File: src/rtl/arith_result_collector_pkg.sv
// Shared op codes, widths, result entry type and the result normaliser for the collector.
// Pure types and a combinational function: no latency, no flow control.
package arith_result_collector_pkg;

  typedef enum logic [1:0] {
    OP_ADD = 2'd0,
    OP_MUL = 2'd1,
    OP_SUB = 2'd2,
    OP_ILL = 2'd3
  } op_e;

  localparam int ADD_W = 5;
  localparam int MUL_W = 8;
  localparam int SUB_W = 5;
  localparam int RES_W = 9;
  localparam int TAG_W = 4;

  typedef struct packed {
    op_e                     op;
    logic [TAG_W-1:0]        tag;
    logic signed [RES_W-1:0] data;
  } res_t;

  // Adder and multiplier results are unsigned; the subtractor result is sign-extended.
  function automatic logic signed [RES_W-1:0] normalise(
    input op_e              op,
    input logic [ADD_W-1:0] add_val,
    input logic [MUL_W-1:0] mul_val,
    input logic [SUB_W-1:0] sub_val
  );
    logic signed [RES_W-1:0] r;
    r = '0;
    case (op)
      OP_ADD:  r = {{(RES_W-ADD_W){1'b0}}, add_val};
      OP_MUL:  r = {{(RES_W-MUL_W){1'b0}}, mul_val};
      OP_SUB:  r = {{(RES_W-SUB_W){sub_val[SUB_W-1]}}, sub_val};
      default: r = '0;
    endcase
    return r;
  endfunction

endpackage

File: src/rtl/arith_result_collector_if.sv
// Issue, unit-result and result-drain signals of the collector bundled as one interface.
// The collector takes the slave side; the issuing/consuming environment takes the master side.
interface arith_result_collector_if #(
  parameter int TAG_W = 4,
  parameter int CNT_W = 3
);
  import arith_result_collector_pkg::*;

  logic             iss_valid;
  logic             iss_ready;
  logic [1:0]       iss_op;
  logic [TAG_W-1:0] iss_tag;

  logic [ADD_W-1:0] add_out;
  logic [MUL_W-1:0] mul_out;
  logic [SUB_W-1:0] sub_out;

  logic             res_valid;
  logic             res_ready;
  logic [1:0]       res_op;
  logic [TAG_W-1:0] res_tag;
  logic [RES_W-1:0] res_data;

  logic [CNT_W-1:0] fifo_count;
  logic             err_illegal;

  modport slave (
    input  iss_valid, iss_op, iss_tag, add_out, mul_out, sub_out, res_ready,
    output iss_ready, res_valid, res_op, res_tag, res_data, fifo_count, err_illegal
  );

  modport master (
    output iss_valid, iss_op, iss_tag, add_out, mul_out, sub_out, res_ready,
    input  iss_ready, res_valid, res_op, res_tag, res_data, fifo_count, err_illegal
  );

endinterface

File: src/rtl/arith_result_collector_sync_fifo.sv
// Generic synchronous FIFO, DEPTH x WIDTH; a push shows at the head one cycle later (no bypass).
// Push on full and pop on empty are ignored; pointers wrap modulo DEPTH (power of 2).
module sync_fifo #(
  parameter int DEPTH = 4,
  parameter int WIDTH = 8
) (
  input  logic                   clk,
  input  logic                   rst,
  input  logic                   push,
  input  logic [WIDTH-1:0]       push_data,
  input  logic                   pop,
  output logic [WIDTH-1:0]       head,
  output logic                   full,
  output logic                   empty,
  output logic [$clog2(DEPTH):0] count
);
  localparam int PTR_W = $clog2(DEPTH);

  logic [WIDTH-1:0] mem [DEPTH];
  logic [PTR_W-1:0] wr_ptr;
  logic [PTR_W-1:0] rd_ptr;
  logic             do_push;
  logic             do_pop;

  assign full    = (count == (PTR_W+1)'(DEPTH));
  assign empty   = (count == '0);
  assign do_push = push && !full;
  assign do_pop  = pop && !empty;
  assign head    = mem[rd_ptr];

  always_ff @(posedge clk) begin
    if (rst) begin
      wr_ptr <= '0;
      rd_ptr <= '0;
      count  <= '0;
    end else begin
      if (do_push) wr_ptr <= wr_ptr + PTR_W'(1);
      if (do_pop)  rd_ptr <= rd_ptr + PTR_W'(1);
      case ({do_push, do_pop})
        2'b10:   count <= count + (PTR_W+1)'(1);
        2'b01:   count <= count - (PTR_W+1)'(1);
        default: count <= count;
      endcase
    end
  end

  // Storage needs no reset: an entry is only read after it has been written.
  always_ff @(posedge clk) begin
    if (do_push) mem[wr_ptr] <= push_data;
  end

endmodule

File: src/rtl/arith_result_collector.sv
// Captures add/mul/sub unit results one cycle after issue, normalises and tags them into a FIFO.
// Issue-to-res_valid is 2 cycles; iss_ready is credit from registered count+pending only (no res_ready path).
module arith_result_collector #(
  parameter int DEPTH = 4,
  parameter int TAG_W = 4
) (
  input logic                    clk,
  input logic                    rst,
  arith_result_collector_if.slave bus
);
  import arith_result_collector_pkg::*;

  localparam int CNT_W = $clog2(DEPTH) + 1;
  localparam int ENT_W = 2 + TAG_W + RES_W;

  logic             pend_v;
  op_e              pend_op;
  logic [TAG_W-1:0] pend_tag;

  logic             accept;
  logic             push;
  logic             pop;
  logic             full;
  logic             empty;
  logic [CNT_W-1:0] count;
  logic [CNT_W:0]   committed;
  logic [ENT_W-1:0] push_ent;
  logic [ENT_W-1:0] head_ent;

  // A pending issue holds a slot even when it turns out illegal, so a push can never hit a full FIFO.
  assign committed     = {1'b0, count} + {{CNT_W{1'b0}}, pend_v};
  assign bus.iss_ready = !rst && (committed < (CNT_W+1)'(DEPTH));
  assign accept        = bus.iss_valid && bus.iss_ready;

  always_ff @(posedge clk) begin
    if (rst) begin
      pend_v   <= 1'b0;
      pend_op  <= OP_ADD;
      pend_tag <= '0;
    end else begin
      pend_v <= accept;
      if (accept) begin
        pend_op  <= op_e'(bus.iss_op);
        pend_tag <= bus.iss_tag;
      end
    end
  end

  assign push     = pend_v && (pend_op != OP_ILL);
  assign push_ent = {pend_op, pend_tag,
                     normalise(pend_op, bus.add_out, bus.mul_out, bus.sub_out)};
  assign pop      = bus.res_valid && bus.res_ready;

  sync_fifo #(
    .DEPTH (DEPTH),
    .WIDTH (ENT_W)
  ) u_fifo (
    .clk       (clk),
    .rst       (rst),
    .push      (push),
    .push_data (push_ent),
    .pop       (pop),
    .head      (head_ent),
    .full      (full),
    .empty     (empty),
    .count     (count)
  );

  // Head fields read as zero whenever nothing is queued.
  assign bus.res_valid  = !empty;
  assign bus.res_op     = empty ? 2'b00 : head_ent[ENT_W-1 -: 2];
  assign bus.res_tag    = empty ? '0 : head_ent[RES_W +: TAG_W];
  assign bus.res_data   = empty ? '0 : head_ent[RES_W-1:0];
  assign bus.fifo_count = count;
  assign bus.err_illegal = !rst && pend_v && (pend_op == OP_ILL);

  a_no_push_on_full: assert property (@(posedge clk) disable iff (rst) !(push && full));

endmodule
File: src/flat_wrapper.sv
// flat-port wrapper written by rule: the top's interface ports become plain ports
module arith_result_collector_flat import arith_result_collector_pkg::*;
#(
  parameter int DEPTH = 4,
  parameter int TAG_W = 4
)
  (clk, rst, bus_iss_valid, bus_iss_op, bus_iss_tag, bus_add_out, bus_mul_out, bus_sub_out, bus_res_ready, bus_iss_ready, bus_res_valid, bus_res_op, bus_res_tag, bus_res_data, bus_fifo_count, bus_err_illegal);
  arith_result_collector_if #(.TAG_W(TAG_W)) bus_i ();
  input logic clk;
  input logic rst;
  input wire logic [$bits(bus_i.iss_valid)-1:0] bus_iss_valid;
  input wire logic [$bits(bus_i.iss_op)-1:0] bus_iss_op;
  input wire logic [$bits(bus_i.iss_tag)-1:0] bus_iss_tag;
  input wire logic [$bits(bus_i.add_out)-1:0] bus_add_out;
  input wire logic [$bits(bus_i.mul_out)-1:0] bus_mul_out;
  input wire logic [$bits(bus_i.sub_out)-1:0] bus_sub_out;
  input wire logic [$bits(bus_i.res_ready)-1:0] bus_res_ready;
  output wire logic [$bits(bus_i.iss_ready)-1:0] bus_iss_ready;
  output wire logic [$bits(bus_i.res_valid)-1:0] bus_res_valid;
  output wire logic [$bits(bus_i.res_op)-1:0] bus_res_op;
  output wire logic [$bits(bus_i.res_tag)-1:0] bus_res_tag;
  output wire logic [$bits(bus_i.res_data)-1:0] bus_res_data;
  output wire logic [$bits(bus_i.fifo_count)-1:0] bus_fifo_count;
  output wire logic [$bits(bus_i.err_illegal)-1:0] bus_err_illegal;
  assign bus_i.iss_valid = bus_iss_valid;
  assign bus_i.iss_op = bus_iss_op;
  assign bus_i.iss_tag = bus_iss_tag;
  assign bus_i.add_out = bus_add_out;
  assign bus_i.mul_out = bus_mul_out;
  assign bus_i.sub_out = bus_sub_out;
  assign bus_i.res_ready = bus_res_ready;
  assign bus_iss_ready = bus_i.iss_ready;
  assign bus_res_valid = bus_i.res_valid;
  assign bus_res_op = bus_i.res_op;
  assign bus_res_tag = bus_i.res_tag;
  assign bus_res_data = bus_i.res_data;
  assign bus_fifo_count = bus_i.fifo_count;
  assign bus_err_illegal = bus_i.err_illegal;
  arith_result_collector #(.DEPTH(DEPTH), .TAG_W(TAG_W)) u_core (.clk(clk), .rst(rst), .bus(bus_i));
endmodule
File: config.mk
export PLATFORM = sky130hd
export DESIGN_NAME = arith_result_collector_flat
export DESIGN_NICKNAME = d
export VERILOG_FILES = /design/src/rtl/arith_result_collector_pkg.sv /design/src/rtl/arith_result_collector_if.sv /design/src/rtl/arith_result_collector_sync_fifo.sv /design/src/rtl/arith_result_collector.sv /design/src/flat_wrapper.sv
export SDC_FILE = /design/constraint.sdc
export NUM_CORES = 1
export LEC_CHECK = 0
export CAP_MARGIN = 20
export CORE_ASPECT_RATIO = 0.5
export CORE_MARGIN = 3
export CORE_UTILIZATION = 40
export CTS_BUF_LIST = sky130_fd_sc_hd__clkbuf_16
export CTS_CLUSTER_SIZE = 12
export DETAILED_ROUTE_END_ITERATION = 12
export MAX_ROUTING_LAYER = met4
export SYNTH_ARGS = -nofsm -noshare
export SYNTH_HDL_FRONTEND = slang
export SYNTH_SLANG_ARGS = --single-unit
File: constraint.sdc
create_clock -name clk -period 5.1 [get_ports clk]
set_clock_uncertainty 0.05 [all_clocks]
set_input_delay 1.02 -clock clk [delete_from_list [all_inputs] [get_ports clk]]
set_output_delay 1.02 -clock clk [all_outputs]
set_load 0.005 [all_outputs]
==> impl_metrics.toml <==
[critical_path]
startpoint_type = "input port"
crit_path_max_fanout = 18
worstPathCellList = "clkdlybuf4s50_1 -> buf_4 -> a311oi_4 -> clkdlybuf4s50_1"
max_stage_delay_ns = 0.58
slowest_stage = "clkdlybuf4s50_1"
critPathBufInv = 3
critical_path.top_delay_family = "buffers and inverters"
crit_type = "in -> out"
crit_top_cell = "clkdlybuf4s50_1"
timing.rr.start = "u_core.pend_op[1]"
r2r_slack_ns = 2.76
worstReg2RegEnd = "u_core.u_fifo.count[2]"
path_depth = 4
end_kind = "output port"
crit_arrival_ns = 2.64
worstPathRequired_ns = 4.03
ff2ff_path_depth = 8

[sta]
hold_violations = 0
period_minus_slack_ns = 3.709
relSlewSlack_pct = 43.07
max_freq_ghz = 0.2696
holdWs_ns = 0.4668
timing.final.crit_share_pct = 72.72
rsz0062_at_grt = "false"
final_max_slew_viol_count = 0
finalSetupTns_ns = 0
setup_viol = 0
worst_pin_slew_ns = 0.8540

[final_layout]
layout_common_cells = "edfxtp_1, clkdlybuf4s50_1, nor2b_1"
final_common_cell = "edfxtp_1"
area_growth_pct = 29.17
layout.nets = 294
n_antenna_cell = 0
fillers = 656
drive_gt1_share_pct = 17.74

[power]
power_frac_comb_pct = 26.0
seqPwrFrac_pct = 38.2
p_leak_nw = 1.422
peakVddDrop_uv = 198.8
p_sw_mw = 0.5207
internal_power_mw = 1.593
clockPowerShare_pct = 35.8
swShare_pct = 24.64
p_per_area_nw_per_um2 = 503.1

[synthesis]
ys_async_sr_fraction_pct = 0
synth-edff-count = 60
yosysUniqueCellTypes = 32
synth_fp_nets = 241
netlist_instances = 207
ys_seq_elements = 76
yosysTopAreaCellShare_pct = 55.41
avgSynthCellArea_um2 = 15.71
ys.flop_type = "edfxtp_1"
synth_area_leaders = "edfxtp_1, mux4_2, dfxtp_1, nor2b_1, ha_1"
yosysSeqAreaShare_pct = 65.26
synth_top_area_cell = "edfxtp_1"
ys_warn_count = 0
synth_area_um2 = 3252

[cts]
cts.hold.buffers_added = 0
cts_resized = 0
cts.sinks = 76
post-cts-setup-buffer-count = 0
clock_latency_ns = 0.33
h-tree-depth = 3
cts_tree = "yes"
root_buffer = "clkbuf_16"
clk_pin_slew_ns = 0.05
cts_buffers = 9
clk_path_buf_depth = 2

[global_routing]
grt_max_degree = 19
antenna_found_initial = 0
grt_pass1_vias = 1878
grt.total_usage_pct = 14.48
grt-ovfl-total = 0
grt_pass1_wl_um = 9804

[placed_design]
gp_congestion = 0.7450
port_buffers = 48
place_hpwl_um = 3946

[floorplanning]
fp.dieH_um = 69.76
rows = 22
coreArea_um2 = 7597
io_pins = 49
die_area_um2 = 9313
start_util_pct = 42.80
fp.dieW_um = 133.5

[routing]
vias = 1807
drt_iter0_drc = 92
ant_nets = 0
drc = 0
avgViaCountPerCell = 4.845
drt_wl_total_um = 6062
first_pass_iters = 4
wl_per_cell_um = 16.25

[job]
cap_violations = 0

[min_path]
min_path_cells = 0
min_to = "u_core.u_fifo.mem[1][10]"
hold_path.startpoint = "u_core.pend_tag[1]"
hold_path.class = "reg -> reg"

[outcome]
status = "finished, final reports clean"
worst max-delay path by stage:
| stage | to | slack (ns) | start |
|---|---|---|---|
| 6_report | bus_iss_ready | 1.39 | rst |
| 5_1_grt | bus_iss_ready | 1.34 | rst |
| 4_1_cts | bus_iss_ready | 1.39 | rst |
| 3_5_place_dp | bus_iss_ready | 1.40 | rst |
| 3_3_place_gp | bus_iss_ready | 1.43 | rst |
| 2_1_floorplan | bus_err_illegal | 2.51 | rst |
through the flow:
stage | util [%] | power [mW] | std cells | worst slack [ns] | instance area (µm²)
after global placement | 50.12 | 1.353 | 356 | 1.435 | 3807
after detailed placement | 50.48 | 1.384 | 357 | 1.395 | 3835
final | 55.29 | 2.113 | 373 | 1.391 | 4200
after floorplan | - | 1.126 | 207 | 2.505 | 3252
after global routing | 55.29 | 2.220 | 373 | 1.335 | 4200
after CTS | 55.29 | 2.144 | 373 | 1.388 | 4200
registers in the layout, summed over array words and instances (netlist names), named ones only:
signal,cells
u_core.u_fifo.mem,60
u_core.pend_tag,4
u_core.u_fifo.count,3
u_core.pend_op,2
u_core.u_fifo.rd_ptr,2
u_core.u_fifo.wr_ptr,2
u_core.pend_v,1
area by class of cell:
cell class | instances | area [µm²] | share of cell area, %
repair buffers | 52 | 530.5 | 12.63
inverters | 10 | 37.54 | 0.8937
multi-input cells | 111 | 1010 | 24.04
flip-flops and latches | 76 | 2122 | 50.52
clock inverters | 7 | 140.1 | 3.336
clock buffers | 9 | 225.2 | 5.362
well taps | 108 | 135.1 | 3.217
Yosys cell counts, types with 5 or more instances:
master	n
edfxtp_1	60
buf_2	5
nand2_1	13
mux2i_1	6
nand2b_1	8
inv_1	8
o21ai_2	6
ha_1	5
dfxtp_1	16
mux4_2	15
nand3_1	6
nor2_1	7
nor2b_1	17
o21ai_1	5
metal layers:
| metal | up-vias | wire length (µm) | GRT usage, % |
|---|---|---|---|
| li1 | 865 | - | - |
| met1 | 905 | 2755 | 17.15 |
| met3 | 9 | 208 | 3.768 |
| met5 | - | 0 | - |
| met2 | 28 | 2989 | 23.71 |
| met4 | 0 | 109 | 6.157 |
cells by family (layout without fill, tap and decap cells):
| group | count (synthesis) | count (layout) | share of synthesized area (%) |
|---|---|---|---|
| AO/OA/AOI/OAI | 19 | 19 | 5.002 |
| multiplexers | 22 | 22 | 12.58 |
| adder cells (fa/ha/maj) | 6 | 6 | 2.539 |
| buffers and inverters | 20 | 78 | 3.694 |
| flip-flops | 76 | 76 | 65.26 |
| AND/OR/NAND/NOR | 61 | 61 | 10.12 |
| XOR/XNOR | 3 | 3 | 0.8082 |
power groups by stage:
stage | logic, mW | registers, mW | clock network (mW)
6_report | 0.549 | 0.807 | 0.757
5_1_grt | 0.606 | 0.817 | 0.798
4_1_cts | 0.564 | 0.809 | 0.771
3_5_place_dp | 0.562 | 0.822 | 0
3_3_place_gp | 0.514 | 0.839 | 0
2_1_floorplan | 0.346 | 0.781 | 0
(Power assumes the default switching activity.)
